$ cat src/rtl/present_pkg.sv
// Shared constants, state type and S-box for the PRESENT-80 key schedule.
package present_pkg;
  localparam int KEY_W  = 80;
  localparam int RK_W   = 64;
  localparam int NUM_RK = 32;
  localparam logic [5:0] LAST_ROUND = 6'(NUM_RK);

  typedef enum logic {
    IDLE = 1'b0,
    RUN  = 1'b1
  } state_t;

  function automatic logic [3:0] present_sbox(input logic [3:0] x);
    logic [3:0] y;
    case (x)
      4'h0: y = 4'hC;
      4'h1: y = 4'h5;
      4'h2: y = 4'h6;
      4'h3: y = 4'hB;
      4'h4: y = 4'h9;
      4'h5: y = 4'h0;
      4'h6: y = 4'hA;
      4'h7: y = 4'hD;
      4'h8: y = 4'h3;
      4'h9: y = 4'hE;
      4'hA: y = 4'hF;
      4'hB: y = 4'h8;
      4'hC: y = 4'h4;
      4'hD: y = 4'h7;
      4'hE: y = 4'h1;
      default: y = 4'h2;
    endcase
    return y;
  endfunction
endpackage

$ cat src/rtl/present_key_sched_ctrl_keyfun.sv
// Combinational PRESENT-80 key update: rotate left 61, S-box top nibble, XOR round counter.
module PresentKeyFun
  import present_pkg::*;
(
  input  logic [KEY_W-1:0] inKey,
  input  logic [4:0]       inCnt,
  output logic [KEY_W-1:0] outKey
);

  logic [KEY_W-1:0] w_rot;

  assign w_rot  = {inKey[18:0], inKey[79:19]};
  assign outKey = {present_sbox(w_rot[79:76]), w_rot[75:20], w_rot[19:15] ^ inCnt, w_rot[14:0]};

endmodule

$ cat src/rtl/present_key_sched_ctrl.sv
// Key-schedule sequencer: loads the user key and streams K1..K32 over valid/ready.
module present_key_sched_ctrl
  import present_pkg::*;
(
  input  logic             inClk,
  input  logic             inRstN,
  input  logic             inStart,
  input  logic [KEY_W-1:0] inKey,
  input  logic             inAbort,
  input  logic             inReady,
  output logic             outValid,
  output logic [RK_W-1:0]  outRoundKey,
  output logic [5:0]       outRoundIdx,
  output logic             outBusy,
  output logic             outDone
);

  state_t           r_state;
  logic [KEY_W-1:0] r_key;
  logic [5:0]       r_cnt;
  logic             r_valid;
  logic             r_busy;
  logic             r_done;
  logic [KEY_W-1:0] w_key_next;

  PresentKeyFun u_keyfun (
    .inKey  (r_key),
    .inCnt  (r_cnt[4:0]),
    .outKey (w_key_next)
  );

  always_ff @(posedge inClk or negedge inRstN) begin
    if (!inRstN) begin
      r_state <= IDLE;
      r_key   <= '0;
      r_cnt   <= 6'd1;
      r_valid <= 1'b0;
      r_busy  <= 1'b0;
      r_done  <= 1'b0;
    end else begin
      r_done <= 1'b0;
      case (r_state)
        IDLE: begin
          if (inStart) begin
            r_key   <= inKey;
            r_cnt   <= 6'd1;
            r_state <= RUN;
            r_valid <= 1'b1;
            r_busy  <= 1'b1;
          end
        end
        RUN: begin
          // Abort wins over a same-cycle handshake; the pending key update is dropped.
          if (inAbort) begin
            r_state <= IDLE;
            r_valid <= 1'b0;
            r_busy  <= 1'b0;
          end else if (inReady) begin
            if (r_cnt == LAST_ROUND) begin
              r_state <= IDLE;
              r_valid <= 1'b0;
              r_busy  <= 1'b0;
              r_done  <= 1'b1;
            end else begin
              r_key <= w_key_next;
              r_cnt <= r_cnt + 6'd1;
            end
          end
        end
        default: begin
          r_state <= IDLE;
          r_valid <= 1'b0;
          r_busy  <= 1'b0;
        end
      endcase
    end
  end

  assign outValid    = r_valid;
  assign outBusy     = r_busy;
  assign outDone     = r_done;
  assign outRoundKey = r_key[79:16];
  assign outRoundIdx = r_cnt;

endmodule

$ cat config.mk
export PLATFORM = sky130hd
export DESIGN_NAME = present_key_sched_ctrl
export DESIGN_NICKNAME = d
export VERILOG_FILES = /design/src/rtl/present_pkg.sv /design/src/rtl/present_key_sched_ctrl_keyfun.sv /design/src/rtl/present_key_sched_ctrl.sv
export SDC_FILE = /design/constraint.sdc
export NUM_CORES = 1
export LEC_CHECK = 0
export CAP_MARGIN = 40
export CORE_UTILIZATION = 49
export CTS_CLUSTER_DIAMETER = 120
export DETAILED_ROUTE_END_ITERATION = 7
export HOLD_SLACK_MARGIN = 0.08
export PLACE_DENSITY = 0.82
export SLEW_MARGIN = 20
export SYNTH_ARGS = -nofsm -noshare
export SYNTH_HDL_FRONTEND = slang
export SYNTH_HIERARCHICAL = 1
export SYNTH_SLANG_ARGS = --single-unit
$ cat constraint.sdc
create_clock -name inClk -period 2.2 [get_ports inClk]
set_clock_uncertainty 0.05 [all_clocks]
set_input_delay 0.66 -clock inClk [delete_from_list [all_inputs] [get_ports inClk]]
set_output_delay 0.66 -clock inClk [all_outputs]
set_load 0.02 [all_outputs]
==> impl_results.md <==
- Drt drc: 0
- Design Power: 7760 uW
- Crit share post-route: 98.6%
- Multiplexer area fraction after synthesis: 1.15%
- Area share of fa/ha/maj cells after synthesis: 1.55%
- Post-DP Area: 6450 um2
- Power density over the cells: 1150 nW/um2
- Worst Path Buf+Inv: 1
- Syn Nets: 680
- DR vias/cell: 6.72
- IO Port Bufs: 157
- Tightest Pin Transition: 0.525 ns
- Share of cells above drive strength 1: 9.20%
- Flop2flop setup slack: 0.09 ns
- Chip Width: 109 um
- Total wire length: 16.5 mm
- Worst path slowest cell: clkdlybuf4s50_1
- CTS Root Cell: clkbuf_16
- Top Ports: 158
- Finished Cell Area: 6750 um2
- Synth top area cells: dfrtp_1 39%, buf_4 18%, o32ai_1 12%
- Initial core utilization: 51.2%
- Hold_buf cts: 0
- Avg Cell Area, Syn: 9.60 um2
- EDFF count, synth: 0
- Worst EP required: 1.49 ns
- CP Capture Point: outRoundKey[15]
- Ys async rst share: 100%
- Via count: 4,959
- Core footprint: 11,000 um2
- Vias in the first global route: 4,829
- Die H: 109 um
- Fin crit period: 2.17 ns
- Area leader, netlist: dfrtp_1
- Routed WL per cell: 22.3 um
- Area Growth Syn to Fin: 19.6%
- GRT overflow: 0
- Worst path cell trace: clkdlybuf4s50_1
- Post-Synthesis Cells: 588
- Synthesized flop and latch total: 89
- Area fraction in compound gates after synthesis: 31.1%
- Max Cap Viol: 0
- Clock power frac: 19.9%
- Post-DRT Antenna Nets: 0
- Crit. Startpoint: r_key[31]$_DFFE_PN0P_
- CP Capture Type: output pin
- DIE AREA: 12,000 um2
- Top FF cell, synth: dfrtp_1
- GRT Overall Usage: 27.8%
- Pre-antenna DRT Iters: 4
- Final Hold Vio Count: 0
- FP Rows: 38
- Fmax: 0.461 GHz
- Critical path type: flop to output pin
- CP arrival: 1.46 ns
- Register share of total power: 37.6%
- Worst-path clk slew: 0.06 ns
- Antenna Cells: 0
- Switching Share: 39.5%
- Final setup viols: 0
- Largest net degree at the start of global routing: 54
- Yosys cell types: 38
- DR iter-0 viols: 447
- Relative slew slack: 65.0%
- Worst skew pair latency: 0.34 ns
- Peak VDD IR: 548 uV
- Logic pwr share: 42.5%
- Num CTS Buffers: 9
- Pleak: 0.00253 uW
- Max-slew violations: 0
- Post-Syn Area: 5650 um2
- CTS H-tree depth: 3
- Worst path max stage delay: 0.65 ns
- Initial antenna violation count: 1
- Routability cong.: 0.894
- P_sw: 3060 uW
- Crit path max fanout: 4
- Reg-to-reg endpoint: r_key[78]$_DFFE_PN0P_
- RSZ-0062 raised after global routing: false
- CTS tree: built
- Crit-path leading delay family: buffers and inverters
- Combinational family with the most area after synthesis: compound AO/OA/AOI/OAI gates
- Synthesis Warnings: 6
- P_int: 4700 uW
- R2R Path Start: r_key[16]$_DFFE_PN0P_
- Clock sink total: 89
- Global-route wire length before repair: 25.5 mm
- Status: finished, final reports clean
- Sequential fraction of the synthesis area: 39.5%
- Fillcell total: 915
- Critical path depth: 1
- Clock Tree Buf Depth: 2
- Nets: 685
- Post-synthesis simple-gate area fraction: 2.33%
- R2R depth: 5
- HP Class: primary input to async pin
- Critical Path Start Type: flop
- Post-synth top area share: 39.0%
- Post-DP HPWL: 11.0 mm
- Synth Area in XOR/XNOR: 0.931%
layer usage:
metal / track usage (%) / up-vias / wire (um)
met5: 0 / - / 0
met4: 13.3 / 0 / 593
met3: 6.22 / 48 / 1580
met2: 46.5 / 319 / 8180
met1: 34.1 / 2451 / 6120
li1: - / 2141 / -
stage by stage:
step                      setup TNS [ns]  std cells  hold WS, ns  setup WS (ns)  util [%]
after floorplan                        0        588        0.314          0.271         -
after global placement             -3.02        722        0.511        -0.0590      58.5
after detailed placement           -6.79        722        0.527         -0.160      58.5
after CTS                              0        738        0.218         0.0242      61.1
after global routing                   0        738        0.240         0.0102      61.2
final                                  0        738        0.205         0.0303      61.2
Yosys cell counts (3+ instances only):
| master | count |
|---|---|
| buf_4 | 136 |
| dfrtp_1 | 88 |
| a21oi_1 | 84 |
| o22ai_1 | 80 |
| o32ai_1 | 80 |
| clkbuf_1 | 35 |
| buf_2 | 11 |
| buf_6 | 8 |
| ha_1 | 7 |
| inv_1 | 7 |
| nand2_1 | 7 |
| o21ai_0 | 5 |
| xor2_1 | 5 |
| nor2_1 | 3 |
| nor2b_1 | 3 |
| o2bb2ai_1 | 3 |
sequential cells by signal, summed over array words and instances (netlist names):
| name | cells |
|---|---|
| r_key | 80 |
| outRoundIdx | 6 |
| outBusy | 1 |
| outDone | 1 |
| r_state | 1 |
kinds of logic (layout without fill, tap and decap cells):
group,after synthesis,in the layout
xor+xnor,6,6
buf+inv,197,207
compound gates,263,263
fa+ha+maj,7,7
simple gates,22,22
flops,89,89
mux,4,4
cells in the final DEF (no fill, tap or decap), types with 7 or more instances in the layout:
| cell type | instances |
|---|---|
| dfrtp_1 | 86 |
| inv_1 | 7 |
| buf_12 | 11 |
| clkdlybuf4s50_1 | 151 |
| o22ai_1 | 80 |
| a21oi_1 | 84 |
| buf_4 | 17 |
| o32ai_1 | 80 |
| clkbuf_16 | 9 |
| ha_1 | 7 |
worst min path at each step:
stage                                     start                    end  slack [ns]  cells after the start
final                                    inRstN  r_key[43]$_DFFE_PN0P_        0.21                      1
after global routing                     inRstN  r_key[43]$_DFFE_PN0P_        0.24                      1
after CTS                                inRstN  r_key[43]$_DFFE_PN0P_        0.22                      1
after detailed placement  r_key[10]$_DFFE_PN0P_  r_key[10]$_DFFE_PN0P_        0.53                      2
after global placement     r_key[7]$_DFFE_PN0P_   r_key[7]$_DFFE_PN0P_        0.51                      2
after floorplan                          inRstN    outBusy$_DFFE_PN0P_        0.31                      0
power groups by stage:
stage	Sequential, uW	Clock, uW	Combinational (uW)
finish	2920	1540	3300
global route	2980	1620	3520
CTS	2900	1560	3290
detailed placement	2920	0	3270
global placement	2900	0	3150
floorplan	2700	0	2910
final cells by class:
type	count	area [um2]	area share, %
tap	140	175	2.59
clock inverter	6	57.6	0.852
multi-input combinational	302	2110	31.2
timing repair buffer	184	1910	28.4
sequential	89	2230	33.0
inverter	7	26.3	0.389
clock buffer	10	239	3.54
repair_timing:
| item | CTS | global route |
|---|---|---|
| resized for setup | 3 | 3 |
| pin swaps | 0 | 0 |
| buffers inserted | 0 | 0 |
| endpoints found under the setup margin | 3 | 3 |
| cloned | 0 | 0 |
Power figures use the tool's default switching activity.
